## src/rtl/debug_unit.sv

```systemverilog
// -----------------------------------------------------------------------------
// debug_unit
//   Host-side sequencer for the BIP I. Receives a program over the UART byte by
//   byte (high byte first), writes each 16-bit word into program memory, then
//   releases the CPU soft reset. When the fetched opcode reads HLT (0) it
//   latches PC, accumulator and the executed-cycle count and sends them back
//   to the host as six bytes, most significant byte first.
//
// Ports
//   i_clock       system clock, rising edge
//   i_reset       asynchronous reset, active low
//   i_rx_data     received byte, valid while i_rx_done = 1
//   i_rx_done     one-cycle pulse per received byte
//   i_tx_done     one-cycle pulse when the transmitter finished a byte
//   i_opcode      opcode currently fetched by the control unit
//   i_pc          control unit program counter
//   i_acc         datapath accumulator
//   o_tx_data     byte to transmit (held stable until i_tx_done)
//   o_tx_start    one-cycle transmit start pulse
//   o_soft_reset  1 holds the CPU in reset; 0 only while running
//   o_wr_prog     program-memory write strobe
//   o_addr_prog   program-memory write address
//   o_data_prog   program-memory write data
//   o_state       current FSM state, for LEDs
// -----------------------------------------------------------------------------
module debug_unit #(
  parameter int          PC_CANT_BITS  = 11,
  parameter int          OPCODE_LENGTH = 5,
  parameter int          INSTR_LENGTH  = 16,
  parameter logic [7:0]  CMD_START     = 8'h01
) (
  input  logic                      i_clock,
  input  logic                      i_reset,
  input  logic [7:0]                i_rx_data,
  input  logic                      i_rx_done,
  input  logic                      i_tx_done,
  input  logic [OPCODE_LENGTH-1:0]  i_opcode,
  input  logic [PC_CANT_BITS-1:0]   i_pc,
  input  logic [INSTR_LENGTH-1:0]   i_acc,
  output logic [7:0]                o_tx_data,
  output logic                      o_tx_start,
  output logic                      o_soft_reset,
  output logic                      o_wr_prog,
  output logic [PC_CANT_BITS-1:0]   o_addr_prog,
  output logic [INSTR_LENGTH-1:0]   o_data_prog,
  output logic [2:0]                o_state
);

  typedef enum logic [2:0] {
    IDLE    = 3'd0,
    LOAD_HI = 3'd1,
    LOAD_LO = 3'd2,
    WRITE   = 3'd3,
    RUN     = 3'd4,
    SEND    = 3'd5,
    WAIT_TX = 3'd6
  } state_t;

  state_t                    state;
  state_t                    state_next;
  logic [PC_CANT_BITS-1:0]   addr;
  logic [INSTR_LENGTH-1:0]   instr;
  logic [15:0]               cycles;
  logic [15:0]               pc_lat;
  logic [15:0]               acc_lat;
  logic [2:0]                byte_idx;
  logic [7:0]                tx_byte;
  logic                      last_word;
  logic                      halted;

  // Saturating increment for the executed-cycle counter.
  function automatic logic [15:0] sat_inc(input logic [15:0] v);
    return (v == 16'hFFFF) ? v : v + 16'd1;
  endfunction

  // Loading stops at HLT or at the top of program memory; the address never wraps.
  assign last_word = (instr[INSTR_LENGTH-1 -: OPCODE_LENGTH] == '0) || (addr == '1);
  assign halted    = (i_opcode == '0);

  always_ff @(posedge i_clock or negedge i_reset) begin
    if (!i_reset) begin
      state <= IDLE;
    end else begin
      state <= state_next;
    end
  end

  always_comb begin
    state_next   = state;
    o_wr_prog    = 1'b0;
    o_tx_start   = 1'b0;
    o_soft_reset = 1'b1;
    case (state)
      IDLE: begin
        if (i_rx_done && (i_rx_data == CMD_START)) state_next = LOAD_HI;
      end
      LOAD_HI: begin
        if (i_rx_done) state_next = LOAD_LO;
      end
      LOAD_LO: begin
        if (i_rx_done) state_next = WRITE;
      end
      WRITE: begin
        o_wr_prog  = 1'b1;
        state_next = last_word ? RUN : LOAD_HI;
      end
      RUN: begin
        o_soft_reset = 1'b0;
        if (halted) state_next = SEND;
      end
      SEND: begin
        o_tx_start = 1'b1;
        state_next = WAIT_TX;
      end
      WAIT_TX: begin
        if (i_tx_done) state_next = (byte_idx == 3'd5) ? IDLE : SEND;
      end
      default: state_next = IDLE;
    endcase
  end

  always_ff @(posedge i_clock or negedge i_reset) begin
    if (!i_reset) begin
      addr     <= '0;
      instr    <= '0;
      cycles   <= '0;
      pc_lat   <= '0;
      acc_lat  <= '0;
      byte_idx <= '0;
    end else begin
      case (state)
        IDLE: begin
          if (i_rx_done && (i_rx_data == CMD_START)) addr <= '0;
        end
        LOAD_HI: begin
          if (i_rx_done) instr[INSTR_LENGTH-1 -: 8] <= i_rx_data;
        end
        LOAD_LO: begin
          if (i_rx_done) instr[7:0] <= i_rx_data;
        end
        WRITE: begin
          if (last_word) cycles <= '0;
          else           addr   <= addr + 1'b1;
        end
        RUN: begin
          // The HLT cycle itself is not counted.
          if (halted) begin
            pc_lat   <= 16'(i_pc);
            acc_lat  <= 16'(i_acc);
            byte_idx <= '0;
          end else begin
            cycles <= sat_inc(cycles);
          end
        end
        WAIT_TX: begin
          if (i_tx_done) byte_idx <= (byte_idx == 3'd5) ? 3'd0 : byte_idx + 3'd1;
        end
        default: ;
      endcase
    end
  end

  always_comb begin
    tx_byte = 8'h00;
    case (byte_idx)
      3'd0:    tx_byte = pc_lat[15:8];
      3'd1:    tx_byte = pc_lat[7:0];
      3'd2:    tx_byte = acc_lat[15:8];
      3'd3:    tx_byte = acc_lat[7:0];
      3'd4:    tx_byte = cycles[15:8];
      3'd5:    tx_byte = cycles[7:0];
      default: tx_byte = 8'h00;
    endcase
  end

  assign o_tx_data   = ((state == SEND) || (state == WAIT_TX)) ? tx_byte : 8'h00;
  assign o_addr_prog = addr;
  assign o_data_prog = instr;
  assign o_state     = state;

endmodule
```

## config.mk

```make
export PLATFORM = sky130hd
export DESIGN_NAME = debug_unit
export DESIGN_NICKNAME = d
export VERILOG_FILES = /design/src/rtl/debug_unit.sv
export SDC_FILE = /design/constraint.sdc
export NUM_CORES = 1
export LEC_CHECK = 0
export CAP_MARGIN = 20
export CORE_UTILIZATION = 35
export DETAILED_ROUTE_END_ITERATION = 6
export GPL_TIMING_DRIVEN = 0
export REMOVE_ABC_BUFFERS = 1
export SYNTH_ARGS = -nofsm -noshare
export SYNTH_HDL_FRONTEND = slang
export SYNTH_SLANG_ARGS = --single-unit
export TNS_END_PERCENT = 10
```

## constraint.sdc

```tcl
create_clock -name i_clock -period 2.5 [get_ports i_clock]
set_clock_uncertainty 0.15 [all_clocks]
set_input_delay 0.375 -clock i_clock [delete_from_list [all_inputs] [get_ports i_clock]]
set_output_delay 0.375 -clock i_clock [all_outputs]
set_load 0.05 [all_outputs]
```

---- After elaboration in Yosys (flattened, before gate mapping) ----
Index checks and enable logic that the tools add are counted.
W data, S select, Z words.
word-level totals
  register bits after elaboration ......... 76
  output and inout bits ................... 41
  input port bits ......................... 44
cells by class
  muxes and demuxes ....................... 24
  reduce and logical (&&, ||, !) cells .... 17
  eq/ne operators ......................... 23
  add/sub/neg operators ................... 3
operator list
  kind                     count
  $mux W16                 3
  $pmux W8 S6              1
  $pmux W16 S2             1
  $mux W3                  10
  $mux W11                 2
  $pmux W11 S2             1
  $pmux W3 S7              1
  $ne A2 B2 Y1 const B     9
  $add A16 B1 Y16 const B  1
  $eq A16 B16 Y1 const B   1
  $eq A3 B3 Y1 const B     5
  $eq A3 B2 Y1 const B     4
  $add A11 B1 Y11 const B  1
  $eq A11 B11 Y1 const B   1
  $logic_not A5 Y1         2
  $eq A8 B1 Y1 const B     1
  $mux W8                  1
  $eq A3 B1 Y1 const B     2
  $logic_not A3 Y1         2
  $pmux W3 S2              1
  $reduce_and A2 Y1        3
  $reduce_and A3 Y1        2
  $reduce_bool A2 Y1       3
  $reduce_and A5 Y1        1
  5 further kinds          8

---- Depth between registers and ports, before layout ----
  word-level depth ........................ 4
  depth in mapped cells ................... 8

---- Worst setup path after synthesis ----
OpenSTA, ideal clock, no wires.
  path kind ............................... register to register
  start ................................... reg state[2], in the netlist o_state[2]
  end ..................................... reg addr[7], in the netlist o_addr_prog[7]
  required time ........................... 2273 ps
  path slack .............................. -476 ps
  stages on the path, launching flop included .. 8
  clock period less this slack ............ 2976 ps
  arrival time ............................ 2749 ps
  library setup time ...................... 77 ps
  cells stage by stage .................... dfrtp_1 > buf_6 > and3b_1 > clkbuf_1 > o21ai_0 > o21ba_4 > or4_1 > a21oi_1
on the way
  longest elaborated chain between the ends .. 3
ends and longest elaborated chain
  item                                                                 line  RTL
  start: declaration                                                   59    state_t state;
  start signal: assignment                                             84    state <= state_next;
  $eq A3 B2 Y1 / $logic_not A3 Y1 (equally long branches)              131   case (state)
  $ne A2 B2 Y1 (no line) / $reduce_bool A2 Y1 (equally long branches)  -
  $reduce_and A3 Y1 (no line)                                          -
  end signal: assignment                                               143   else addr <= addr + 1'b1;
  end: declaration                                                     61    logic [PC_CANT_BITS-1:0] addr;
Several ways; a longest one is shown, not always the timed one.
A chain may end at the register's enable or synchronous reset.

---- Final worst setup path ----
  start ................................... reg state[2], in the netlist o_state[2]
  end ..................................... out o_soft_reset
on the way
  longest elaborated chain between the ends .. 2
ends and longest elaborated chain
  item              line  RTL
  $eq A3 B3 Y1      93    case (state)
  $mux W1           93
  end: declaration  42    output logic o_soft_reset,
No other way between the ends.

==> results by group <==
Outcome
  • Status: finished with violations
  • Violated checks: setup timing

Die
  • Chip Height: 109 µm
  • Initial Util: 0.364
  • Core Rows: 38
  • Die X: 109 µm
  • Core ar.: 11000 µm²
  • Die area: 11900 µm²
  • Top Ports: 85

Global routing
  • First-pass GRT wire length: approximately 18000 µm
  • GR Overflow Total: 0
  • Antenna violations before repair: 0
  • Gr usage total: 0.193
  • Largest net degree at the start of global routing: 44
  • Vias in the first global route: 3564

Timing
  • Setup-failing EPs final: 2
  • RSZ-0062 raised after global routing: yes
  • Maximum clock frequency: roughly 0.4 GHz
  • Max Slew Vio Count: 0
  • Final worst slack: -0.00482 ns
  • Final Critical Period: 2.50 ns
  • Tcrit/Tclk final: 1.00
  • Max-slew headroom: 0.554
  • Final Hold Fails: 0
  • Slew of the pin with the lowest slew margin: 0.667 ns

Yosys
  • Post-synth top area cell: dfrtp_1
  • Mapped Area: 4020 µm²
  • Yosys top cell area share: 0.473
  • Number of synthesized flops with an enable pin: 0
  • Top area cells in the synthesized netlist: dfrtp_1 (47%), nand2_1 (10%), mux2_2 (5.0%)
  • Async set-or-reset flop fraction in the synthesized netlist: 1.00
  • Netlist cell types: 54
  • Cells after Synth: about 440
  • Synth Flop Type: dfrtp_1
  • Number of synthesized register bits: 76
  • YS warnings: 0
  • Synthesized area per cell: about 9 µm²
  • Sequential fraction of the synthesis area: 0.473

Power and ir drop
  • Pwr Density: 1100 nW/µm²
  • Leak Pwr: approximately 2.4 nW
  • Clock network fraction of design power: 0.244
  • Combinational share of power: 0.421
  • Reg power frac: 0.334
  • Switching power share of the total: 0.406
  • Cell Int Power: 3.63 mW
  • VDD IR max: 0.699 mV
  • Net Switching: 2.48 mW

Clock network
  • H-tree lvl count: 3
  • Root Driver: clkbuf_16
  • Clock Pin Slew Worst Setup and Hold Paths: 0.06 ns
  • Clk_lat worst skew: 0.34 ns
  • TritonCTS Buffers: 9
  • TritonCTS clock tree: done
  • CTS sink cnt: 76
  • CTS Buffer Depth: 2

Finish
  • Layout Cells excl Fill: 678
  • Antenna diodes: 0
  • Final net count: between 500 and 600
  • Area Growth Syn to Fin: 38.8%
  • Layout cell share with drive strength beyond 1: 0.177
  • Most common cell after layout, fill and taps aside: nand2_1
  • Most frequent cells in the layout: nand2_1 (112), dfrtp_1 (70), clkdlybuf4s50_1 (69), nor2_1 (22), buf_4 (22)

Worst hold path
  • Hold Crit Class: in -> reg

Setup path
  • Slowest-stage cell, CP: dfrtp_4
  • Cells along the critical path: nand2b_1 > nor2_4 > inv_1 > dlygate4sd2_1
  • Setup crit start kind: register
  • Type of the worst setup path: reg -> out
  • CP arrival: 1.98 ns
  • Worst-path fanout max: 18
  • CP endpoint kind: primary output
  • Critical path data required time: just under 2 ns
  • Crit-path max cell delay: 0.57 ns

Flow run
  • Max-cap violation count: 0

Drt
  • Final WL: roughly 11000 µm
  • DR DRC count: 0
  • DRT iter0 DRCs: 220
  • 1st-pass router iterations: 4
  • DR WL/cell: 16.3 µm
  • Post-route ant nets: 0
  • Via count: 3698
  • Average vias per placed instance: 5.45

Place
  • Inst Count DP: 645
  • GP Congestion: 0.872
  • PortBufs: 84
  • Setup WS pre-CTS: -0.957 ns
  • HPWL after DPL: 7710 µm
## timing repair
action	4_1_cts	5_1_grt
gates resized for setup	70	23
setup buffers	10	7
hold buffers	1	0
endpoints found under the setup margin	60	21
pin swaps	5	2
endpoints found under the hold margin	33	0
## Yosys cell counts, types with 2 or more instances
master    count
a21oi_1      12
a221o_1       3
a221oi_1      2
a222oi_1      4
a22o_1        6
a22oi_1       4
a31oi_1       2
and3_1        7
and3b_1       2
and4_1        2
clkbuf_1     19
dfrtp_1      76
ha_1          3
inv_1        10
mux2_2       18
mux2i_1       5
nand2_1     112
nand2b_1      6
nand3_1      15
nand4_1       7
nor2_1       26
nor2b_1       6
nor3_1        7
nor4_1        8
o211ai_1      8
o21ai_0      12
o311ai_0      3
o31ai_1       9
o41ai_1       3
or4_1        13
xnor2_1       3
xor2_1        3
## kinds of logic (layout without fill, tap and decap cells)
group           after synthesis  in the layout  share of synthesized area
xor+xnor                      6              6                     0.0131
mux                          23             23                     0.0629
buf+inv                      31            131                     0.0308
fa+ha+maj                     3              3                    0.00934
flops                        76             76                      0.473
simple gates                221            221                      0.267
compound gates               78             78                      0.143
## metal layers
metal | global-route usage | up-vias | wire, µm
met5 | 0 | - | 0
met4 | 0.0801 | 0 | 150
met3 | 0.0287 | 12 | 401
met2 | 0.314 | 90 | 5400
met1 | 0.256 | 1817 | 5080
li1 | - | 1779 | -
## layout make-up
class / instances / area (µm²)
clock inverters: 5 / 100
inverters: 10 / 37.5
well taps: 140 / 175
repair buffers: 106 / 1010
fillers: 1073 / 5450
clock buffers: 10 / 239
multi-input cells: 331 / 2110
flip-flops and latches: 76 / 1910
## stage by stage
step           instance area, µm²  hold slack (ns)  utilization  total power, mW  TNS (ns)
3_5_place_dp                 5000            0.206        0.453             4.38    -21.59
4_1_cts                      5460            0.303        0.495             6.05    -0.430
2_1_floorplan                3930          -0.0706            -             3.52     -8.37
5_1_grt                      5580            0.328        0.506             6.43    -0.390
3_3_place_gp                 4950            0.304        0.449             4.32   -172.69
6_report                     5580            0.309        0.506             6.11  -0.00781
## flip-flops by register name, indices dropped and copies added, names as in the netlist
signal	count
o_data_prog	16
o_addr_prog	11
acc_lat	16
byte_idx	3
cycles	16
o_state	3
pc_lat	11
## power by group through the flow
stage / registers [mW] / logic (mW) / clock network (mW)
finish: 2.04 / 2.57 / 1.49
global placement: 2.05 / 2.28 / 0
floorplan: 2.62 / 0.891 / 0
CTS: 2.03 / 2.51 / 1.51
detailed placement: 2.06 / 2.32 / 0
global route: 2.11 / 2.76 / 1.56
## worst max-delay path, delay by kind of cell (launching register included)
family | cells | cell delay, ns
flops | 1 | 0.57
simple gates | 2 | 0.28
buf+inv | 2 | 0.79
## path summary, 6_finish.rpt
kind	start	to	slack [ns]	cells after the start
worst max-delay path	o_state[2]	o_soft_reset	-0.005	4
worst min-delay path	i_rx_data[5]	o_data_prog[5]	0.31	2
worst max register to register	o_data_prog[11]	cycles[0]	0.08	5
worst min register to register	pc_lat[0]	pc_lat[0]	0.31	2
max in group asynchronous	i_reset	o_state[2]	1.21	3
min in group asynchronous	i_reset	pc_lat[9]	0.38	2
(Power assumes the default switching activity.)
